$ cat config.mk
export PLATFORM = sky130hd
export DESIGN_NAME = div_4
export DESIGN_NICKNAME = d
export VERILOG_FILES = /design/src/rtl/div_4.sv
export SDC_FILE = /design/constraint.sdc
export NUM_CORES = 1
export LEC_CHECK = 0
export CAP_MARGIN = 20
export CORE_MARGIN = 2
export CORE_UTILIZATION = 46
export DETAILED_ROUTE_END_ITERATION = 10
export GPL_TIMING_DRIVEN = 0
export PLACE_DENSITY_LB_ADDON = 0.15
export REMOVE_ABC_BUFFERS = 1
export SETUP_SLACK_MARGIN = 0.15
export SLEW_MARGIN = 5
export SYNTH_ARGS = -nofsm -noshare
export SYNTH_HDL_FRONTEND = slang
export SYNTH_SLANG_ARGS = --single-unit
export TNS_END_PERCENT = 5
$ cat constraint.sdc
create_clock -name clk -period 1.95 [get_ports clk]
set_input_delay 0.195 -clock clk [delete_from_list [all_inputs] [get_ports clk]]
set_output_delay 0.195 -clock clk [all_outputs]
set_load 0.01 [all_outputs]
$ cat src/rtl/div_4.sv
// Sequential unsigned restoring divider: one quotient bit per clock,
// started by a rising edge on init, completion signalled by a one-cycle done.
module div_4 #(
    parameter int WIDTH = 4
) (
    input  logic             clk,
    input  logic             rst,
    input  logic             init,
    input  logic [WIDTH-1:0] A,
    input  logic [WIDTH-1:0] B,
    output logic [WIDTH-1:0] quotient,
    output logic [WIDTH-1:0] remainder,
    output logic             div_by_zero,
    output logic             busy,
    output logic             done
);
    localparam int CW = $clog2(WIDTH + 1);

    typedef enum logic [1:0] {
        S_IDLE,
        S_ITER,
        S_DONE
    } state_t;

    state_t         r_state;
    state_t         w_state_next;
    logic           r_init_q;
    logic           w_start;
    logic [WIDTH-1:0] r_dvd;
    logic [WIDTH-1:0] r_dvs;
    logic [WIDTH-1:0] r_rem;
    logic [CW-1:0]    r_cnt;
    logic [WIDTH:0]   w_rem_s;
    logic [WIDTH:0]   w_trial;
    logic             w_ge;
    logic [WIDTH-1:0] w_rem_next;
    logic [WIDTH-1:0] w_dvd_next;
    logic             w_last;

    assign w_start = init & ~r_init_q;
    assign w_last  = (r_cnt == CW'(1));

    // The stored partial remainder is always below 2^WIDTH, so only the
    // shifted value needs the extra bit for the trial subtraction.
    assign w_rem_s    = {r_rem, r_dvd[WIDTH-1]};
    assign w_trial    = w_rem_s - {1'b0, r_dvs};
    assign w_ge       = ~w_trial[WIDTH];
    assign w_rem_next = w_ge ? w_trial[WIDTH-1:0] : w_rem_s[WIDTH-1:0];
    assign w_dvd_next = {r_dvd[WIDTH-2:0], w_ge};

    always_ff @(posedge clk or posedge rst) begin
        if (rst) begin
            r_state <= S_IDLE;
        end else begin
            r_state <= w_state_next;
        end
    end

    always_comb begin
        w_state_next = r_state;
        case (r_state)
            S_IDLE:  if (w_start) w_state_next = S_ITER;
            S_ITER:  if (w_last)  w_state_next = S_DONE;
            S_DONE:  w_state_next = S_IDLE;
            default: w_state_next = S_IDLE;
        endcase
    end

    always_ff @(posedge clk or posedge rst) begin
        if (rst) begin
            r_init_q    <= 1'b0;
            r_dvd       <= '0;
            r_dvs       <= '0;
            r_rem       <= '0;
            r_cnt       <= '0;
            quotient    <= '0;
            remainder   <= '0;
            div_by_zero <= 1'b0;
        end else begin
            r_init_q <= init;
            case (r_state)
                S_IDLE: begin
                    if (w_start) begin
                        r_dvd <= A;
                        r_dvs <= B;
                        r_rem <= '0;
                        r_cnt <= CW'(WIDTH);
                    end
                end
                S_ITER: begin
                    r_rem <= w_rem_next;
                    r_dvd <= w_dvd_next;
                    r_cnt <= r_cnt - CW'(1);
                    // Results are captured from the final iteration's next
                    // values so they appear on entry into DONE.
                    if (w_last) begin
                        quotient    <= w_dvd_next;
                        remainder   <= w_rem_next;
                        div_by_zero <= (r_dvs == '0);
                    end
                end
                default: ;
            endcase
        end
    end

    assign busy = (r_state == S_ITER);
    assign done = (r_state == S_DONE);

endmodule

==> metrics, run 1 <==
CP startpoint r_dvd[3]; overall global routing resource usage 20.1%; placed cells 202; synth top area cells dfrtp_1, nand2_1, ha_1, o21ai_0, o31ai_1; share of cells above drive strength 1 11.9%; number of distinct library cells after synthesis 41; Worst setup EP type flop; clock buffer depth 2; XOR/XNOR share of the synthesized area 1.23%; vias per inst 5.64; max cap viols 0; final setup vio count 9; fillers 272; Max-slew headroom 57.9%; first-pass GRT wire length 5.35 mm; antenna violations before repair 0; peak supply drop 0.866 mV; IO Pins 22; pwr/cell area 1900 nW/um^2; # rows 20; CP max stage delay 0.43 ns; Avg Cell Area, Syn 9.33 um^2; gpl congestion 0.892; Pint 1810 uW; final setup TNS -0.511 ns; CTS tree done; Sw Share 45.6%; CP Launch Type flop; hold-fix buffers at CTS 0; Leak 0.000775 uW; critical path type flop to flop; Area growth, synth to finish 22.7%; core area 3000 um^2; Layout Nets just under 200; WP data arrival between 2 and 2.5 ns; Clock power frac 7.6%; Final Max Slew Viols 0; die area 3570 um^2; Net Switching ~1500 uW; Worst Path Max Fanout 4; Die W 59.7 um; post-DP HPWL 2.19 mm; Final Hold Vio Count 0; hold crit path type input pin to asynchronous set/reset pin; FF+latch area 677 um^2; ANT nets after route 0; largest net degree at the start of global routing 28; Flop pwr share 32.1%; WL final 3.15 mm; vias in the first global route 1166; antenna cells 0; total number of vias 1178; sequential area share after synthesis 47.3%; R2R Path Start r_dvd[3]; CTS clk-pin slew, worst paths ~0.15 ns; Die Ht 59.7 um; simple-gate share of the synthesized area 22.1%; Post-Syn Area 1430 um^2; multi-input combinational cell area 709 um^2; Synth area leader dfrtp_1; area fraction in compound gates after synthesis between 10% and 20%; Tcrit/Tclk final 106%; Seq cells post-synth 27; CTS Buf Count 3; status finished with violations; insertion delay to the later sink of the worst-skew pair 0.34 ns; Synth warnings 0; Initial Util 47.5%; Final Power 3320 uW; RSZ-0062 raised after global routing true; largest family of logic cells by synthesized area simple AND/OR/NAND/NOR gates; first-pass iteration count of the detailed router 4; Comb power frac 60.3%; DRT iter0 DRCs 96; CTS root buf clkbuf_4; Worst Clk Skew approximately 0.011 ns; failing checks negative setup slack; Adder-Cell Fraction of Synth Area under 10%; Post-Syn Instances 153; multiplexer share of the synthesized area 0%; H-tree levels 1; crit-path cells inv_1 -> ha_1 -> inv_2 -> fa_2 -> a211oi_4 -> buf_4 -> o41ai_1 -> or3b_1; PnR worst setup slack -0.118 ns; Peak Freq 484 MHz; Worst-Margin Slew 0.629 ns; port bufs 21; Remaining Overflow, GRT 0; drc violations 0; Non-Filler Instances 209; min Tclk post-route 2.07 ns; Sink Count 27; area share of the largest cell type after synthesis between 40% and 50%; detailed-route wire length per cell between 15 and 20 um; WHS 0.0561 ns; worst endpoint required time 2.18 ns; slowest library cell on the worst path dfrtp_1
## through the flow
step	util, %	worst slack (ns)	area [um^2]
finish	58.3	-0.118	1750
global route	58.3	-0.226	1750
CTS	57.1	-0.152	1710
detailed placement	55.1	-0.272	1660
global placement	55.1	-0.249	1660
floorplan	-	-0.0690	1400
## synthesized netlist by cell type
| master | instances |
|---|---|
| or3b_1 | 1 |
| clkinv_1 | 1 |
| nor4_1 | 2 |
| o41ai_1 | 1 |
| a22oi_1 | 1 |
| o2111ai_1 | 1 |
| nand3_2 | 1 |
| or4_1 | 1 |
| nor4b_4 | 1 |
| nor2_1 | 9 |
| ha_1 | 6 |
| o21a_1 | 1 |
| clkbuf_1 | 1 |
| a221oi_1 | 1 |
| a21oi_1 | 4 |
| fa_1 | 1 |
| or4b_1 | 1 |
| o21ai_2 | 1 |
| a21o_1 | 1 |
| o21ai_0 | 9 |
| nand2b_1 | 1 |
| inv_1 | 10 |
| nor3_1 | 1 |
| o311a_1 | 1 |
| dfrtp_1 | 27 |
| nand4bb_1 | 1 |
| inv_2 | 1 |
| o31ai_1 | 6 |
| a211o_1 | 1 |
| a211oi_1 | 1 |
| nor2b_1 | 2 |
| nand4_1 | 1 |
| xor2_1 | 2 |
| nand3_1 | 3 |
| nand2_1 | 36 |
| and3_4 | 1 |
| buf_2 | 4 |
| or2_2 | 1 |
| o21ai_1 | 2 |
| a31oi_1 | 5 |
| a211oi_4 | 1 |
## cells by family (layout without fill, tap and decap cells)
| kind of cell | after synthesis | after routing |
|---|---|---|
| XOR/XNOR | 2 | 2 |
| buffers and inverters | 17 | 40 |
| AO/OA/AOI/OAI | 37 | 37 |
| AND/OR/NAND/NOR | 63 | 63 |
| flip-flops | 27 | 27 |
| adder cells (fa/ha/maj) | 7 | 7 |
## registers in the layout, indices dropped and copies added (netlist names)
register     count
r_init_q         1
quotient         4
r_dvs            4
r_state          2
remainder        4
r_dvd            4
r_cnt            3
div_by_zero      1
r_rem            4
## metal layers
metal	part of all wire (%)	up-vias	track usage, %
li1	-	584	-
met1	45	549	25.4
met2	48	39	33.2
met3	6.0	6	4.76
met4	1.1	0	7.62
met5	0	-	0
## worst max-delay path, delay by kind of cell (launching register included)
family,cells,cell delay (ns)
adders and majority gates,2,0.54
DFF,1,0.43
and+or+nand+nor,1,0.36
AOI/OAI and AO/OA,2,0.35
buffers and inverters,3,0.30
## placed cells by master, fill, tap and decap left out, drive strengths merged, types with 3 or more instances in the layout
cell type,Yosys,final
a31oi,5,5
nand2,36,36
o21ai,12,12
ha,6,6
dfrtp,27,27
buf,4,3
clkdlybuf4s50,0,21
a21oi,4,4
clkbuf,1,4
o31ai,6,6
nor2,9,9
nand3,4,4
inv,11,11
## area by class of cell
type                    count  area share (%)
clock buffers               4            1.50
inverters                  12            2.57
flip-flops and latches     27            38.6
well taps                  33            2.36
repair buffers             24            14.4
multi-input cells         109            40.5
## final timing paths
| path | endpoint | slack, ns | cells after the start |
|---|---|---|---|
| max | r_rem[1] | -0.12 | 8 |
| min | quotient[1] | 0.06 | 2 |
| max reg2reg | r_rem[1] | -0.12 | 8 |
| min reg2reg | quotient[2] | 0.49 | 2 |
| max in group asynchronous | r_state[1] | 1.50 | 3 |
| min in group clk | r_init_q | 0.35 | 1 |
## power groups by stage
| stage | Sequential, uW | Combinational, uW | Clock [uW] |
|---|---|---|---|
| floorplan | 1060 | 1270 | 0 |
| global placement | 1050 | 1790 | 0 |
| detailed placement | 1070 | 1850 | 0 |
| CTS | 1060 | 1960 | 261 |
| global route | 1110 | 2250 | 285 |
| finish | 1070 | 2000 | 251 |
## timing repair
action / in CTS / in global routing
gates resized for setup: 6 / 3
pin swaps: 2 / 2
endpoints found under the setup margin: 16 / 18
setup buffers: 2 / 0
Power figures use the tool's default switching activity.
==> inputs of run 2 (changes only) <==
--- a/config.mk
+++ b/config.mk
@@ -5,15 +5,17 @@
 export SDC_FILE = /design/constraint.sdc
 export NUM_CORES = 1
 export LEC_CHECK = 0
+export ABC_CLOCK_PERIOD_IN_PS = 1950
 export CAP_MARGIN = 20
 export CORE_MARGIN = 2
 export CORE_UTILIZATION = 46
+export CTS_CLUSTER_DIAMETER = 120
 export DETAILED_ROUTE_END_ITERATION = 10
 export GPL_TIMING_DRIVEN = 0
 export PLACE_DENSITY_LB_ADDON = 0.15
 export REMOVE_ABC_BUFFERS = 1
 export SETUP_SLACK_MARGIN = 0.15
-export SLEW_MARGIN = 5
+export SLEW_MARGIN = 10
 export SYNTH_ARGS = -nofsm -noshare
 export SYNTH_HDL_FRONTEND = slang
 export SYNTH_SLANG_ARGS = --single-unit
==> metrics, run 2 (synthesis gave the netlist of run 1 again) <==
min Tclk post-route 2.07 ns (-0.000235 ns); DRT iter0 DRCs 90 (-6.3%); placed cells 202 (unchanged); Final Power 3340 uW (+0.52%); Worst Path Max Fanout 4 (unchanged); Worst Clk Skew 0.00564 ns (-0.00571 ns); CTS root buf clkbuf_4; commonest non-fill, non-tap cell in the layout nand2_1; post-route cell area 1770 um^2 (+1.2%); Sink Count 27 (unchanged); met2 wire length 1.58 mm (+4.5%); insertion delay to the later sink of the worst-skew pair 0.33 ns (about the same); Leak 0.000795 uW (+2.6%); Crit path max-delay family adder cells; CTS tree done; worst endpoint required time 2.18 ns (about the same); die area 3570 um^2 (unchanged); Layout Nets 197 (+1.0%); failing checks negative setup slack; Pint 1820 uW (+0.64%); Worst-Margin Slew 0.528 ns (-0.101 ns); CTS Buf Count 3 (unchanged); ANT nets after route 0 (unchanged); Peak Freq 484 MHz (about the same); crit-path cells inv_1 -> ha_1 -> inv_2 -> fa_2 -> a211oi_4 -> buf_4 -> o41ai_1 -> or3b_1; setup slack, reg-to-reg -0.12 ns (about the same); pwr/cell area 1880 nW/um^2 (-0.68%); commonest cells after routing, fill and taps aside nand2_1, dfrtp_1, clkdlybuf4s50_1; Tcrit/Tclk final 106% (about the same); IO Pins 22 (unchanged); gpl congestion 0.892 (unchanged); CP bufs+invs 3 (unchanged); CP Launch Type flop; CP max stage delay 0.42 ns (about the same); Max Used Layer met4; core area 3000 um^2 (unchanged); final setup TNS -0.517 ns (-0.00650 ns); vias in the first global route 1166 (unchanged); multi-input combinational cell area 709 um^2 (unchanged); total number of vias 1191 (+1.1%); Sw Share 45.6% (-0.063 points); peak supply drop 0.868 mV (+0.17%); hold crit path type input pin to asynchronous set/reset pin; overall global routing resource usage 20.1% (unchanged); RSZ-0062 raised after global routing true; first-pass GRT wire length 5.35 mm (unchanged); WP data arrival 2.29 ns (about the same); drc violations 0 (unchanged); Area growth, synth to finish 24.2%; Final Hold Vio Count 0 (unchanged); share of cells above drive strength 1 13.5% (+1.6 points); wire length on met3 177 um (-5.9%); fillers 269 (-1.1%); antenna cells 0 (unchanged); cell area after placement 1660 um^2 (unchanged); R2R Path Start r_dvd[3]; max cap viols 0 (unchanged); critical path type flop to flop; first-pass iteration count of the detailed router 4 (unchanged); FF+latch area 678 um^2 (+0.18%); WL final 3.21 mm (+2.0%); Max-slew headroom 64.7% (+6.8 points); met1 wire length 1.41 mm (-0.42%); Final Max Slew Viols 0 (unchanged); CTS clk-pin slew, worst paths 0.15 ns (about the same); slowest library cell on the worst path dfrtp_1; detailed-route wire length per cell 15.2 um (+1.1%); post-DP HPWL 2.19 mm (unchanged); clock buffer depth 2 (unchanged); WHS 0.0715 ns (+0.0155 ns); PnR worst setup slack -0.118 ns (+0.000235 ns); Net Switching 1520 uW (+0.38%); Remaining Overflow, GRT 0 (unchanged); # rows 20 (unchanged); Worst setup EP type flop; final setup vio count 8 (-1); Initial Util 47.5% (unchanged); hold-fix buffers at CTS 0 (unchanged); reg2reg path depth 8 (unchanged); Clock power frac 7.4% (-0.2 points); Die W 59.7 um (unchanged); vias per inst 5.64 (+0.15%); Comb power frac 60.6% (+0.3 points); antenna violations before repair 0 (unchanged); Flop pwr share 32.0% (about the same); Non-Filler Instances 211 (+0.96%); H-tree levels 1 (unchanged); status finished with violations; port bufs 21 (unchanged); RR Endpoint r_rem[1]; Die Ht 59.7 um (unchanged); largest net degree at the start of global routing 28 (unchanged)
## run 2: cell types whose count changed in the layout (fill, tap and decap cells not counted), sizes merged
cell	delta
clkdlybuf4s50	-1
buf	+2
dlymetal6s2s	+1
## run 2: how the worst max path moves through the flow
stage | from | to | slack (ns) | cells past startpoint
after floorplan | r_dvd[3] | r_rem[1] | -0.07 | 8
after global placement | init | r_rem[1] | -0.25 | 5
after detailed placement | init | r_rem[1] | -0.27 | 5
after CTS | r_dvd[3] | r_rem[1] | -0.15 | 8
after global routing | r_dvd[3] | remainder[0] | -0.22 | 8
final | r_dvd[3] | r_rem[1] | -0.12 | 8
## run 2: layer usage
| metal | GRT usage [%] | up-vias |
|---|---|---|
| met1 | 25.4 | 559 |
| met3 | 4.76 | 8 |
| met4 | 7.62 | 0 |
| met5 | 0 | - |
| li1 | - | 585 |
| met2 | 33.2 | 39 |
## run 2: power by group through the flow
| stage | Clock [uW] | Combinational (uW) | Sequential (uW) |
|---|---|---|---|
| 6_report | 248 | 2030 | 1070 |
| 5_1_grt | 285 | 2270 | 1110 |
| 4_1_cts | 261 | 1960 | 1060 |
| 3_5_place_dp | 0 | 1850 | 1070 |
| 3_3_place_gp | 0 | 1790 | 1050 |
| 2_1_floorplan | 0 | 1270 | 1060 |
## run 2: final cells by class
cell class,instances,area share [%]
Clock buffer,4,1.48
Inverter,12,2.68
Multi-Input combinational cell,109,40.0
Sequential cell,27,38.2
Tap cell,33,2.33
Timing Repair Buffer,26,15.2
## run 2: metrics by stage
stage / setup WS (ns) / util (%)
2_1_floorplan: -0.0690 / -
3_3_place_gp: -0.249 / 55.1
6_report: -0.118 / 59.0
5_1_grt: -0.225 / 59.0
4_1_cts: -0.152 / 57.1
3_5_place_dp: -0.272 / 55.1
## run 2: what timing repair did
action | in CTS | in global routing
resized for setup | 6 | 6
setup endpoints to repair | 16 | 18
cloned | 0 | 0
pin swaps | 2 | 3
setup buffers | 2 | 2
==> inputs of run 3 (changes only) <==
--- a/config.mk
+++ b/config.mk
@@ -5,6 +5,7 @@
 export SDC_FILE = /design/constraint.sdc
 export NUM_CORES = 1
 export LEC_CHECK = 0
+export ABC_AREA = 1
 export ABC_CLOCK_PERIOD_IN_PS = 1950
 export CAP_MARGIN = 20
 export CORE_MARGIN = 2
==> metrics, run 3 <==
status complete, no violations; IO Pins 22 (unchanged); vias in the first global route 1093 (-6.3%); Top FF cell, synth dfrtp_1; slowest library cell on the worst path dfrtp_1; top post-synthesis cells by count nand2_1, dfrtp_1, inv_1, nand3_1, nor2_1; Post-synth EDFFs 0 (unchanged); Avg Cell Area, Syn 9.09 um^2 (-2.6%); first-pass iteration count of the detailed router 4 (unchanged); share of cells above drive strength 1 20.7% (+7.2 points); Tcrit/Tclk final 90.2% (-16 points); sequential area share after synthesis 49.5% (+2.2 points); WP data arrival 2.02 ns (-0.27 ns); Worst-Margin Slew 0.496 ns (-0.0316 ns); Initial Util 49.0% (+1.5 points); Non-Filler Instances 205 (-2.8%); Sink Count 27 (unchanged); CP Launch Type flop; post-route cell area 1720 um^2 (-3.0%); Post-Syn Instances 150 (-2.0%); Seq cells post-synth 27 (unchanged); Die W 58.5 um (-2.1%); first-pass GRT wire length 4.71 mm (-12%); CP max stage delay 0.41 ns (about the same); core area 2780 um^2 (-7.4%); post-DP HPWL 1.96 mm (-11%); max cap viols 0 (unchanged); ys async rst share 100% (unchanged); synth top area cells dfrtp_1, nand2_1, ha_1, nand3_1, inv_1; DRT iter0 DRCs 22 (-76%); commonest cells after routing, fill and taps aside nand2_1, dfrtp_1, clkdlybuf4s50_1, inv_1, nor2_1; gpl congestion 0.798 (-11%); antenna violations before repair 0 (unchanged); clock buffer depth 2 (unchanged); most frequent CP cell nand2_2; vias per inst 5.28 (-6.4%); Final Hold Vio Count 0 (unchanged); WL final 2.77 mm (-14%); Layout Nets 193 (-2.0%); Leak 0.000843 uW (+6.0%); Worst Path Max Fanout 6 (+2); cell area after placement 1590 um^2 (-4.2%); port bufs 21 (unchanged); Peak Freq 569 MHz (+18%); # rows 19 (-5.0%); Area growth, synth to finish 26.1%; hold-fix buffers at CTS 0 (unchanged); FF+latch area 676 um^2 (-0.37%); ANT nets after route 0 (unchanged); CTS tree done; Synth warnings 0 (unchanged); most frequent cell after synthesis nand2_1; die area 3420 um^2 (-4.2%); peak supply drop 1.31 mV (+51%); Worst setup EP type flop; RSZ-0062 raised after global routing true; H-tree levels 1 (unchanged); final setup vio count 0 (-8); commonest non-fill, non-tap cell in the layout nand2_1; hold crit path type input pin to asynchronous set/reset pin; CTS clk-pin slew, worst paths 0.17 ns (+0.02 ns); total number of vias 1083 (-9.1%); Remaining Overflow, GRT 0 (unchanged); final setup TNS 0 ns (+0.517 ns); fillers 234 (-13%); fin util 61.9% (+2.8 points); Synth area leader dfrtp_1; CTS root buf clkbuf_4; CTS Buf Count 3 (unchanged); number of distinct library cells after synthesis 29 (-29%); area share of the largest cell type after synthesis 49.5% (+2.2 points); pwr/cell area 1840 nW/um^2 (-2.6%); overall global routing resource usage 18.2% (-1.9 points); Worst Clk Skew 0.00354 ns (-0.00210 ns); worst endpoint required time 2.22 ns (+0.04 ns); Post-Syn Area 1360 um^2 (-4.5%); largest net degree at the start of global routing 28 (unchanged); min Tclk post-route 1.76 ns (-0.310 ns); Final Max Slew Viols 0 (unchanged); crit-path cells inv_2 -> ha_4 -> inv_2 -> fa_2 -> nand2_2 -> nand2_2 -> nand2_2 -> nand2_4 -> nand2_8 -> nand2_2 -> nand3_2 -> nand2_1; critical path type flop to flop; insertion delay to the later sink of the worst-skew pair 0.35 ns (+0.02 ns); Final Power 3160 uW (-5.5%); detailed-route wire length per cell 13.5 um (-11%); drc violations 0 (unchanged); Die Ht 58.5 um (-2.1%); Max-slew headroom 66.9% (+2.2 points); multi-input combinational cell area 668 um^2 (-5.8%); placed cells 199 (-1.5%); antenna cells 0 (unchanged)
[run 3: critical path: cells and delay by family (launching register included)]
kind / cells / cell delay [ns]
fa+ha+maj: 2 / 0.51
flops: 1 / 0.41
simple gates: 8 / 0.63
buf+inv: 2 / 0.13
[run 3: worst paths after layout]
| kind | from | end | slack [ns] | cells past startpoint |
|---|---|---|---|---|
| max | r_dvd[3] | r_rem[0] | 0.19 | 12 |
| min | rst | quotient[0] | 0.14 | 2 |
| max reg2reg | r_dvd[3] | r_rem[0] | 0.19 | 12 |
| min reg2reg | remainder[0] | remainder[0] | 0.50 | 2 |
| max in group asynchronous | rst | r_rem[0] | 1.34 | 3 |
| min in group clk | init | r_init_q | 0.29 | 1 |
[run 3: what timing repair did]
action / in CTS / in global routing
gates resized for setup: 4 / 18
pin swaps: 0 / 6
endpoints found under the setup margin: 9 / 9
setup buffers: 0 / 1
[run 3: through the flow]
step / worst slack (ns) / hold slack (ns)
6_report: 0.192 / 0.140
5_1_grt: 0.0972 / 0.168
4_1_cts: 0.146 / 0.295
3_5_place_dp: 0.121 / 0.468
3_3_place_gp: 0.160 / 0.463
2_1_floorplan: 0.307 / 0.226
[run 3: area by class of cell]
type                    count  area share (%)
clock inverters             1           0.436
flip-flops and latches     27            39.3
clock buffers               3            1.31
multi-input cells         101            38.8
inverters                  19            4.44
repair buffers             23            13.5
well taps                  31            2.25
[run 3: power breakdown]
| part | internal (uW) | switching (uW) |
|---|---|---|
| registers | 817 | 156 |
| clock network | 78.9 | 197 |
| logic | 798 | 1110 |
[run 3: metal layers]
| metal | track usage, % | share of wire [%] | vias to the layer above |
|---|---|---|---|
| met5 | 0 | 0 | - |
| met4 | 8.64 | 2.3 | 0 |
| met3 | 2.86 | 3.7 | 8 |
| met2 | 28.9 | 49 | 25 |
| met1 | 24.5 | 45 | 514 |
| li1 | - | - | 536 |
[run 3: kinds of logic (layout without fill, tap and decap cells)]
group | Yosys count | in the layout | share of synthesized area, %
compound gates | 16 | 16 | 8.07
xor+xnor | 1 | 1 | 0.642
fa+ha+maj | 7 | 7 | 6.97
buf+inv | 22 | 46 | 7.16
flops | 27 | 27 | 49.5
mux | 1 | 1 | 0.826
simple gates | 76 | 76 | 26.8
